<file path="src/rtl/mem_arb_pkg.sv">
// Shared types and constants for the memory-port arbiter.
// Holds the FSM state encoding, requester ids and line-offset sizing helpers.
package mem_arb_pkg;

   typedef enum logic [1:0] {IDLE, BUSY, DONE} state_e;

   localparam logic REQ_I = 1'b0;
   localparam logic REQ_D = 1'b1;

   localparam int unsigned DEF_ADDR_W      = 32;
   localparam int unsigned DEF_LINE_W      = 256;
   localparam int unsigned DEF_TIMEOUT_CYC = 1023;

   function automatic int unsigned offset_w(input int unsigned line_w);
      return $clog2(line_w / 8);
   endfunction

   // A disabled watchdog still needs a one-bit counter to keep widths legal.
   function automatic int unsigned cnt_w(input int unsigned timeout_cyc);
      int unsigned w;
      w = $clog2(timeout_cyc + 1);
      return (w < 1) ? 1 : w;
   endfunction

   localparam int unsigned OFFSET_W = offset_w(DEF_LINE_W);

endpackage

</file>
<file path="src/rtl/rr_pick2.sv">
// Two-way round-robin pick: a lone request wins, a tie goes to the requester
// that did not win last time.
module rr_pick2
   import mem_arb_pkg::*;
(
   input  logic [1:0] req,
   input  logic       last_grant,
   output logic       grant_id,
   output logic       grant_valid
);

   always_comb begin
      grant_valid = |req;
      grant_id    = REQ_I;
      if (&req) begin
         grant_id = ~last_grant;
      end else if (req[REQ_D]) begin
         grant_id = REQ_D;
      end
   end

endmodule

</file>
<file path="src/rtl/mem_port_arbiter.sv">
// Shares one line-wide memory port between the icache refill path and the dcache,
// running one latched transaction at a time with an optional watchdog.
module mem_port_arbiter
   import mem_arb_pkg::*;
#(
   parameter int unsigned ADDR_W      = DEF_ADDR_W,
   parameter int unsigned LINE_W      = DEF_LINE_W,
   parameter int unsigned TIMEOUT_CYC = DEF_TIMEOUT_CYC
) (
   input  logic              clk_i,
   input  logic              rst_i,
   input  logic              i_req_i,
   input  logic [ADDR_W-1:0] i_addr_i,
   output logic              i_ack_o,
   output logic [LINE_W-1:0] i_data_o,
   input  logic              d_req_i,
   input  logic              d_write_i,
   input  logic [ADDR_W-1:0] d_addr_i,
   input  logic [LINE_W-1:0] d_data_i,
   output logic              d_ack_o,
   output logic [LINE_W-1:0] d_data_o,
   output logic              mem_enable_o,
   output logic              mem_write_o,
   output logic [ADDR_W-1:0] mem_addr_o,
   output logic [LINE_W-1:0] mem_data_o,
   input  logic [LINE_W-1:0] mem_data_i,
   input  logic              mem_ack_i,
   output logic              err_o
);

   localparam int unsigned CNT_W = cnt_w(TIMEOUT_CYC);
   localparam logic [ADDR_W-1:0] ADDR_MASK = ~ADDR_W'((LINE_W / 8) - 1);

   state_e            state;
   logic              last_grant;
   logic              owner;
   logic [CNT_W-1:0]  cnt;
   logic [CNT_W-1:0]  cnt_nxt;
   logic              timeout_hit;
   logic              grant_id;
   logic              grant_valid;
   logic [ADDR_W-1:0] grant_addr;
   logic [LINE_W-1:0] rsp_data;

   rr_pick2 u_pick (
      .req         ({d_req_i, i_req_i}),
      .last_grant  (last_grant),
      .grant_id    (grant_id),
      .grant_valid (grant_valid)
   );

   // A same-cycle ack wins over the watchdog, so rsp_data only zeroes on a true abort.
   assign cnt_nxt     = cnt + CNT_W'(1);
   assign timeout_hit = (TIMEOUT_CYC != 0) && (cnt_nxt == CNT_W'(TIMEOUT_CYC));
   assign grant_addr  = (grant_id == REQ_D) ? d_addr_i : i_addr_i;
   assign rsp_data    = mem_ack_i ? mem_data_i : '0;

   always_ff @(posedge clk_i) begin
      if (rst_i) begin
         state        <= IDLE;
         last_grant   <= REQ_I;
         owner        <= REQ_I;
         cnt          <= '0;
         mem_enable_o <= 1'b0;
         mem_write_o  <= 1'b0;
         mem_addr_o   <= '0;
         mem_data_o   <= '0;
         i_ack_o      <= 1'b0;
         d_ack_o      <= 1'b0;
         i_data_o     <= '0;
         d_data_o     <= '0;
         err_o        <= 1'b0;
      end else begin
         case (state)
            IDLE: begin
               if (grant_valid) begin
                  owner        <= grant_id;
                  last_grant   <= grant_id;
                  cnt          <= '0;
                  mem_enable_o <= 1'b1;
                  mem_addr_o   <= grant_addr & ADDR_MASK;
                  mem_write_o  <= (grant_id == REQ_D) && d_write_i;
                  mem_data_o   <= (grant_id == REQ_D) ? d_data_i : '0;
                  state        <= BUSY;
               end
            end
            BUSY: begin
               if (mem_ack_i || timeout_hit) begin
                  mem_enable_o <= 1'b0;
                  mem_write_o  <= 1'b0;
                  state        <= DONE;
                  if (!mem_ack_i) begin
                     err_o <= 1'b1;
                  end
                  if (owner == REQ_D) begin
                     d_ack_o  <= 1'b1;
                     d_data_o <= rsp_data;
                  end else begin
                     i_ack_o  <= 1'b1;
                     i_data_o <= rsp_data;
                  end
               end else begin
                  cnt <= cnt_nxt;
               end
            end
            DONE: begin
               i_ack_o <= 1'b0;
               d_ack_o <= 1'b0;
               state   <= IDLE;
            end
            default: begin
               state <= IDLE;
            end
         endcase
      end
   end

endmodule

</file>
<file path="config.mk">
export PLATFORM = sky130hd
export DESIGN_NAME = mem_port_arbiter
export DESIGN_NICKNAME = d
export VERILOG_FILES = /design/src/rtl/mem_arb_pkg.sv /design/src/rtl/rr_pick2.sv /design/src/rtl/mem_port_arbiter.sv
export SDC_FILE = /design/constraint.sdc
export NUM_CORES = 1
export LEC_CHECK = 0
export CORE_AREA = 2 2 538 540
export CTS_BUF_LIST = sky130_fd_sc_hd__clkbuf_8 sky130_fd_sc_hd__clkbuf_16
export DETAILED_ROUTE_END_ITERATION = 6
export DIE_AREA = 0 0 540 542
export GPL_ROUTABILITY_DRIVEN = 1
export HOLD_SLACK_MARGIN = 0.03
export PLACE_DENSITY = 0.3
export SLEW_MARGIN = 20
export SYNTH_ARGS = -nofsm -noshare
export SYNTH_HDL_FRONTEND = slang
export SYNTH_HIERARCHICAL = 1
export SYNTH_SLANG_ARGS = --single-unit
</file>
<file path="constraint.sdc">
create_clock -name clk_i -period 2.4 [get_ports clk_i]
set_input_delay 0.24 -clock clk_i [delete_from_list [all_inputs] [get_ports clk_i]]
set_output_delay 0.24 -clock clk_i [all_outputs]
set_load 0.02 [all_outputs]
</file>
==> results of run 1 <==
## cells by family after synthesis
kind of cell               count (synthesis)
other                                      1
adders and majority gates                  2
DFF                                      813
xor gates and xnor gates                   1
and+or+nand+nor                          858
AOI/OAI and AO/OA                        835
muxes                                     28
buffers and inverters                    282
## timing repair
item | 4_1_cts | 5_1_grt
endpoints found under the setup margin | 519 | 497
setup buffers | 3 | 0
resized for setup | 50 | 7
pin swaps | 49 | 3
cloned | 6 | 4
endpoints found under the hold margin | 219 | 0
hold buffers | 215 | 0
## critical path, cell delays in order (launching register included)
cell	delay [ps]
dfxtp_2	340
buf_6	120
and2_4	160
o2111a_1	270
o22ai_2	150
and4bb_2	340
a211oi_4	80
clkbuf_16	220
buf_16	300
a22o_1	220
## stage by stage
stage / total power, mW / area, µm² / util (%) / worst slack, ps / cells
2_1_floorplan: 16.9 / 28300 / - / 242 / 2824
3_3_place_gp: 20.7 / 47800 / 16.6 / -182 / 7894
3_5_place_dp: 20.7 / 47800 / 16.6 / -223 / 7894
4_1_cts: 38.2 / 53900 / 18.8 / -97.4 / 8308
5_1_grt: 39.0 / 54100 / 18.9 / -158 / 8339
6_report: 37.3 / 54100 / 18.9 / -113 / 8353
## layer usage
metal	vias to the layer above	routed length (µm)
li1	13455	-
met2	1155	97300
met1	13731	76100
met3	272	17100
met5	-	414
met4	62	5580
## state kept, by name, indices dropped and copies added (netlist names)
register / flops
owner: 1
d_ack_o: 1
cnt: 10
i_ack_o: 1
i_data_o: 256
mem_write_o: 1
d_data_o: 256
mem_enable_o: 1
mem_addr_o: 27
state: 2
mem_data_o: 256
err_o: 1
## worst paths after layout
path / endpoint / from
worst max register to register: d_data_o[103] / cnt[1]
worst min-delay path: mem_data_o[0] / d_data_i[0]
worst max-delay path: d_data_o[103] / cnt[1]
worst min register to register: mem_data_o[4] / mem_data_o[4]
## placed cells by master (no fill, tap or decap), drive strengths merged, types with 2 or more instances in the layout
| cell type | netlist | layout |
|---|---|---|
| a31oi | 3 | 3 |
| nor2 | 39 | 39 |
| bufinv | 0 | 5 |
| mux2i | 28 | 28 |
| a22o | 512 | 512 |
| ha | 2 | 2 |
| or2 | 3 | 3 |
| and4 | 3 | 3 |
| and3 | 5 | 5 |
| clkbuf | 214 | 146 |
| a211oi | 30 | 30 |
| nand2b | 2 | 2 |
| a21oi | 267 | 267 |
| dlygate4sd2 | 0 | 2 |
| dlygate4sd3 | 0 | 215 |
| nand3 | 262 | 262 |
| dfxtp | 813 | 813 |
| nor3 | 6 | 6 |
| nor2b | 258 | 258 |
| inv | 5 | 25 |
| buf | 63 | 206 |
| clkinv | 0 | 22 |
| a22oi | 2 | 2 |
| conb | 1 | 5 |
| clkdlybuf4s50 | 0 | 1366 |
| nand2 | 273 | 273 |
| o21ai | 10 | 10 |
| diode | 0 | 41 |
| clkinvlp | 0 | 2 |
| o2bb2ai | 2 | 2 |
| o32ai | 2 | 2 |
## cell type report
type                       count  area share [%]
timing repair buffer        1794            34.1
multi-input combinational   1729            20.2
sequential                   813            30.1
clock buffer                 141            5.89
inverter                       5          0.0347
clock inverter                49           0.774
tap                         3781            8.74
antenna                       41           0.190
## where the power goes
| group | switching (mW) | leakage (nW) | internal (mW) |
|---|---|---|---|
| sequential | 0.357 | 6.60 | 14.1 |
| combinational | 3.30 | 10.7 | 3.00 |
| clock | 6.81 | 1.86 | 9.82 |
==> flow_summary.yaml, run 1 <==
synthesis:
  ys_warn_count: 6
  ys.flop_type: "dfxtp_1"
  synth_area_leaders: "dfxtp_1 57%, a22o_1 16%, nor2b_1 5.7%"
  yosys.area_share.simple_pct: 15.1
  synthAdderAreaFrac_pct: 0.0883
  yosysMostFrequentCell: "dfxtp_1"
  synthArstFlopShare_pct: 0
  ys_types: 46
  synth_seq_cells: 813
  yosysTopAreaCellShare_pct: 57.5
  synth_mux_area_share_pct: 0.989
  ys_seq_area_share_pct: 57.5
  synth_edf_count: 0
  synth_xor_area_share_pct: 0.0309
  synth_cells: 2820
  synth_top_family_by_area: "compound AO/OA/AOI/OAI gates"
  synth_compound_area_share_pct: 22.1
  syn_area_um2: 28300
  yosysTopAreaCell: "dfxtp_1"
  synth_common_cells: "813 x dfxtp_1, 512 x a22o_1, 273 x nand2_1, 267 x a21oi_1, 262 x nand3_1"
  synth.avg_cell_area_um2: 10.0
timing:
  setup_viol_count_final: 227
  fmax_ghz: 0.398
  period_minus_slack_ps: 2510
  worstMarginPinSlew_ps: 760
  finClkSkew_ps: 53.4
  fin_ws_ps: -113
  final.period_utilization_pct: 105
  rsz0062_at_grt: "true"
  hold_viol_final: 0
  hold_slack_ps: 87.3
  finalSetupTns_ps: -9220
  relSlewSlack_pct: 49.2
  final-max-slew-violation-count: 0
grt:
  grt_pass1_wl_um: 261000
  gr-usage-all-layers_pct: 12.7
  grt.met2_usage_pct: 22.4
  grt_use_met3_pct: 5.03
  use_met1_pct: 14.1
  grt_pass1_vias: 28942
  grt_max_degree: 62
  grt.overflow.total: 0
  grt_most_used_layer: "met2"
  grt_antenna_before_repair: 87
outcome:
  status: "finished with violations"
  violations: "negative setup slack"
place:
  dpl.hpwl_um: 157000
  portBuffers: 1371
  routabilityCongestion: 0.809
detailed_routing:
  wl_um: 197000
  vias: 28675
  drt_iter0_markers: 1334
  first_pass_iters: 4
  drtAntennaViolNets: 0
  avgRoutedWirePerCell_um: 23.5
  viasPerCell: 3.43
  drcViolationCount: 0
worst_setup_path:
  cp.arrival_ps: 3200
  critical_path.max_fanout: 35
  cp-start-kind: "flop"
  r2r_slack_ps: -110
  reg2reg_depth: 9
  crit_required_ps: 3080
  crit_type: "reg2reg"
  end_kind: "flop"
power:
  vdd_drop_max_uv: 519
  power_density_nw_per_um2: 690
  power_leakage_nw: 19.2
layout:
  layout.area.seq_um2: 16300
  nets: 5037
  drive_above_1_share_pct: 8.94
  fillers: 31769
  multi_input_area_um2: 10900
  syn2layout_area_growth_pct: 91.1
floorplan:
  initial_utilization_pct: 9.87
  ios: 1387
  die_w_um: 540
  dieArea_um2: 293000
  std_cell_rows: 197
  core_um2: 287000
  die_h_um: 542
clock_network:
  h-tree-depth: 3
  clk_latency_ps: 810
  clockRootBuffer: "clkbuf_16"
  cts_buffers: 110
  clkSinkCount: 813
  clk_path_buf_depth: 4
  cts_tree: "built"
  clk_pin_slew_ps: 60
flow_run:
  cap_violations: 0
hold_path:
  hold_path_depth: 3
  holdCritPathClass: "in2reg"
No activity file was read; power rests on OpenSTA's default activity.
==> run 2, diff against run 1 <==
Settings changed: PLACE_DENSITY 0.3 to unset, TNS_END_PERCENT set to 5.
==> run 2 against run 1 <==
Effect of this change: the run still ends with negative setup slack left; core utilization is 0.47 points lower; critical path depth is 1 higher; largest cell class unchanged; highest routed layer unchanged; sequential share of layout area is 0.77 points higher; critical path type unchanged; setup slack better by 78 ps; critical endpoint is now i_data_o[53]; sequential power hardly changed; first-iteration DRC count is 32% higher.
==> flow_summary.yaml, run 2 (synthesized netlist as in run 1, its figures left out) <==
outcome:
  status: "finished with violations"
  violations: "negative setup slack"
layout:
  largest_registers: "d_data_o (256), i_data_o (256), mem_data_o (256)"
  syn2layout_area_growth_pct: 86.3
  nets: 4948
  layout_common_cells: "1,354 x clkdlybuf4s50_1, 811 x dfxtp_1, 512 x a22o_1, 273 x nand2_1, 267 x a21oi_1"
  fin_util_pct: 18.4
  fin_cells: 8251
  drive_above_1_share_pct: 7.91
  stdcell_area_um2: 52800
  fillers: 31472
  final_common_cell: "clkdlybuf4s50_1"
floorplan:
  ios: 1387
  std_cell_rows: 197
  die_w_um: 540
  dieArea_um2: 293000
  die_h_um: 542
  core_um2: 287000
  initial_utilization_pct: 9.87
timing:
  hold_viol_final: 0
  final.period_utilization_pct: 101
  fin_ws_ps: -35.2
  final-max-slew-violation-count: 0
  period_minus_slack_ps: 2440
  rsz0062_at_grt: "true"
  finalSetupTns_ps: -875
  relSlewSlack_pct: 45.7
  fmax_ghz: 0.411
  worstMarginPinSlew_ps: 813
  setup_viol_count_final: 66
  finClkSkew_ps: 51.2
  hold_slack_ps: 103
grt:
  grt.overflow.total: 0
  grt_pass1_wl_um: 253000
  gr-usage-all-layers_pct: 12.5
  grt_pass1_vias: 29076
  grt_max_degree: 99
  grt_antenna_before_repair: 154
detailed_routing:
  viasPerCell: 3.58
  wl_um: 197000
  avgRoutedWirePerCell_um: 23.9
  drcViolationCount: 0
  drtAntennaViolNets: 0
  drt_iter0_markers: 1763
  vias: 29511
  first_pass_iters: 6
clock_network:
  clockRootBuffer: "clkbuf_16"
  clk_latency_ps: 810
  cts_tree: "built"
  clkSinkCount: 813
  h-tree-depth: 3
  clk_pin_slew_ps: 60
  clk_path_buf_depth: 4
  cts_buffers: 96
worst_setup_path:
  crit_type: "reg2reg"
  slowest_delay_ps: 360
  slowest_stage: "dfxtp_4"
  reg2reg_depth: 10
  r2r_slack_ps: -40
  reg2reg_to: "i_data_o[53]"
  cp.arrival_ps: 3080
  cp-start-kind: "flop"
  crit_top_cell: "clkbuf_16"
  r2r_start: "cnt[0]"
  end_kind: "flop"
  path_cells: "buf_6 > and2_4 > o2111a_1 > o22ai_2 > and4bb_2 > a211oi_4 > buf_12 > clkbuf_16 > clkbuf_16 > a22o_1"
  critical_path.max_fanout: 6
  crit_required_ps: 3040
power:
  share_comb_of_total_power_pct: 17.5
  p_sw_mw: 9.75
  vdd_drop_max_uv: 467
  sw_frac_of_total_pct: 27.8
  power_frac_seq_pct: 41.0
  p_int_mw: 25.3
  power_leakage_nw: 18.6
  power_density_nw_per_um2: 665
  power_frac_clock_pct: 41.5
place:
  routabilityCongestion: 0.951
  dp_cells: 7853
  place_area_um2: 47200
  dpl.hpwl_um: 161000
  portBuffers: 1371
hold_path:
  hold_path_end: "d_data_o[148]"
  min_from: "rst_i"
  holdCritPathClass: "in2reg"
  hold_path_depth: 3
flow_run:
  cap_violations: 0
[run 2: area by class of cell]
type	instances	area (µm²)	area share, %
Tap cell	3781	4730	8.96
Sequential cell	813	16300	30.9
Clock inverter	52	389	0.737
Clock buffer	118	2720	5.15
Inverter	5	18.8	0.0356
Antenna cell	34	85.1	0.161
Multi-Input combinational cell	1729	11000	20.8
Timing Repair Buffer	1719	17600	33.3
[run 2: repair_timing]
action	CTS	global route
pin swaps	0	147
hold buffers	176	0
hold endpoints to repair	179	0
cloned	0	13
resized for setup	12	60
buffers inserted	0	5
setup endpoints to repair	512	510
[run 2: power by group through the flow]
stage | combinational [mW] | clock, mW | sequential (mW)
2_1_floorplan | 1.65 | 0 | 15.3
3_3_place_gp | 5.66 | 0 | 14.7
3_5_place_dp | 5.69 | 0 | 14.7
4_1_cts | 6.00 | 15.0 | 14.4
5_1_grt | 6.46 | 15.4 | 14.4
6_report | 6.12 | 14.6 | 14.4
[run 2: worst max path at each step]
stage | from | endpoint | slack, ps | cells past startpoint
after floorplan | cnt[0] | d_data_o[168] | 240 | 9
after global placement | cnt[0] | i_data_o[249] | -180 | 9
after detailed placement | cnt[0] | i_data_o[233] | -170 | 9
after CTS | cnt[1] | i_data_o[48] | -80 | 10
after global routing | cnt[0] | i_data_o[46] | -120 | 10
final | cnt[0] | i_data_o[53] | -40 | 10
[run 2: routing by layer]
layer	vias up	global-route usage, %	part of all wire, %
met5	-	0	0.38
li1	13221	-	-
met1	14163	13.6	37
met3	420	6.84	13
met4	116	4.70	4.3
met2	1591	20.3	45
[run 2: through the flow]
step	worst slack, ps	power (mW)
detailed placement	-171	20.4
global route	-124	36.3
floorplan	242	16.9
global placement	-175	20.3
CTS	-81.0	35.4
finish	-35.2	35.1
[run 2: worst max-delay path, delay by kind of cell (launching register included)]
| kind | cells | cell delay, ps |
|---|---|---|
| buffers and inverters | 4 | 670 |
| AO/OA/AOI/OAI | 4 | 730 |
| AND/OR/NAND/NOR | 2 | 490 |
| flip-flops | 1 | 360 |
==> run 3, diff against run 2 <==
Clock period 2.4 ns to 2.6 ns, I/O delays scaled along.
==> run 3 against run 2 <==
Effect of this change: the flow now finishes without violations; design area down 0.84%; core utilization fell by 0.15 points; worst hold slack improved by 6.3 ps; sequential share of layout area rose by 0.25 points; sequential power down 8%; wire length decreased by 1.4%; critical path depth fell by 1; clock skew decreased by 14 ps; first-iteration DRC count rose by 13%; largest power group unchanged.
==> flow_summary.yaml, run 3 (synthesized netlist as in run 1, its figures left out) <==
floorplan:
  std_cell_rows: 197
  ios: 1387
  core_um2: 287000
  die_h_um: 542
  initial_utilization_pct: 9.87
  die_w_um: 540
  dieArea_um2: 293000
detailed_routing:
  drcViolationCount: 0
  wl_met2_um: 88000
  wl_um: 194000
  wirelength_met1_um: 71500
  routed.top_layer: "met5"
  drtAntennaViolNets: 0
  first_pass_iters: 6
  viasPerCell: 3.57
  vias: 29323
  avgRoutedWirePerCell_um: 23.6
  met3_length_um: 27000
  drt_iter0_markers: 1986
hold_path:
  hold_path_end: "mem_data_o[74]"
  hold_path_depth: 3
  min_from: "d_data_i[74]"
  holdCritPathClass: "in2reg"
worst_setup_path:
  cp-start-kind: "flop"
  r2r_start: "cnt[0]"
  end_kind: "flop"
  critical_path.max_fanout: 18
  cp.arrival_ps: 3260
  reg2reg_to: "i_data_o[161]"
  crit_type: "reg2reg"
  reg2reg_depth: 9
  r2r_slack_ps: 8
  crit_required_ps: 3270
timing:
  setup_viol_count_final: 0
  worstMarginPinSlew_ps: 767
  hold_slack_ps: 110
  hold_viol_final: 0
  final.period_utilization_pct: 99.7
  fmax_ghz: 0.386
  finClkSkew_ps: 37.1
  final-max-slew-violation-count: 0
  relSlewSlack_pct: 48.7
  period_minus_slack_ps: 2590
place:
  dpl.hpwl_um: 160000
  routabilityCongestion: 0.937
  portBuffers: 1371
  place_area_um2: 47000
grt:
  grt_max_degree: 90
  grt_antenna_before_repair: 178
  grt_pass1_vias: 28832
  grt.overflow.total: 0
  grt_pass1_wl_um: 254000
  gr-usage-all-layers_pct: 12.6
power:
  power_leakage_nw: 18.3
  p_sw_mw: 9.15
  share_comb_of_total_power_pct: 16.2
  sw_frac_of_total_pct: 27.2
  vdd_drop_max_uv: 453
  p_int_mw: 24.5
  power_frac_seq_pct: 39.5
  power_frac_clock_pct: 44.4
  power_density_nw_per_um2: 643
clock_network:
  cts_setup_buffers: 0
  clk_pin_slew_ps: 60
  clockRootBuffer: "clkbuf_16"
  clkSinkCount: 813
  cts_buffers: 97
  clk_path_buf_depth: 4
  clk_latency_ps: 800
  cts_tree: "built"
  h-tree-depth: 3
layout:
  drive_above_1_share_pct: 7.32
  stdcell_area_um2: 52300
  layout.area.seq_um2: 16300
  syn2layout_area_growth_pct: 84.8
  multi_input_area_um2: 10900
  fillers: 31440
  nets: 4896
  largest_registers: "d_data_o (256), i_data_o (256), mem_data_o (256)"
  final_common_cell: "clkdlybuf4s50_1"
  layout_common_cells: "1,360 x clkdlybuf4s50_1, 813 x dfxtp_1, 512 x a22o_1, 273 x nand2_1, 267 x a21oi_1"
outcome:
  status: "finished clean"
flow_run:
  cap_violations: 0
run 3: cell type report:
type,instances,area share (%)
Timing Repair Buffer,1666,32.1
Sequential cell,813,31.1
Multi-Input combinational cell,1729,20.9
Tap cell,3781,9.04
Clock buffer,117,5.19
Clock inverter,58,1.42
Antenna cell,42,0.201
Inverter,5,0.0359
run 3: repair_timing:
action / in CTS / in global routing
gates resized for setup: 0 / 14
endpoints found under the setup margin: 0 / 474
hold endpoints to repair: 163 / 0
hold buffers: 164 / 0
run 3: critical path, stage by stage, from the launching register on:
cell,delay (ps)
dfxtp_1,310
ha_2,200
buf_4,150
o2111a_2,290
o22ai_2,190
and4bb_4,310
a211oi_4,80
clkbuf_16,230
clkbuf_16,310
a22o_1,250
run 3: per-stage QoR:
stage / total power [mW] / cells / setup slack [ps] / setup TNS, ps / util (%)
after global placement: 18.7 / 7828 / 27.8 / 0 / 16.4
after global routing: 34.8 / 8180 / -13.4 / -166 / 18.2
after floorplan: 15.6 / 2824 / 442 / 0 / -
after CTS: 34.0 / 8167 / 5.67 / 0 / 18.2
final: 33.6 / 8211 / 8.33 / 0 / 18.2
after detailed placement: 18.7 / 7828 / 43.5 / 0 / 16.4
run 3: worst max path at each step:
stage,start,to,slack (ps)
after floorplan,cnt[0],d_data_o[168],440
after global placement,cnt[0],i_data_o[196],30
after detailed placement,cnt[0],i_data_o[190],40
after CTS,cnt[0],d_data_o[229],6
after global routing,cnt[1],i_data_o[197],-10
final,cnt[0],i_data_o[161],8
run 3: layer usage:
layer / vias to the layer above / global-route usage (%)
met1: 13960 / 13.4
met4: 148 / 4.11
met5: - / 0
met2: 1618 / 20.4
li1: 13145 / -
met3: 452 / 7.61
run 3: power by group through the flow:
stage	clock [mW]	sequential, mW	combinational [mW]
after detailed placement	0	13.5	5.20
after floorplan	0	14.1	1.52
after CTS	15.3	13.3	5.47
after global placement	0	13.5	5.18
final	14.9	13.3	5.44
after global routing	15.7	13.3	5.74
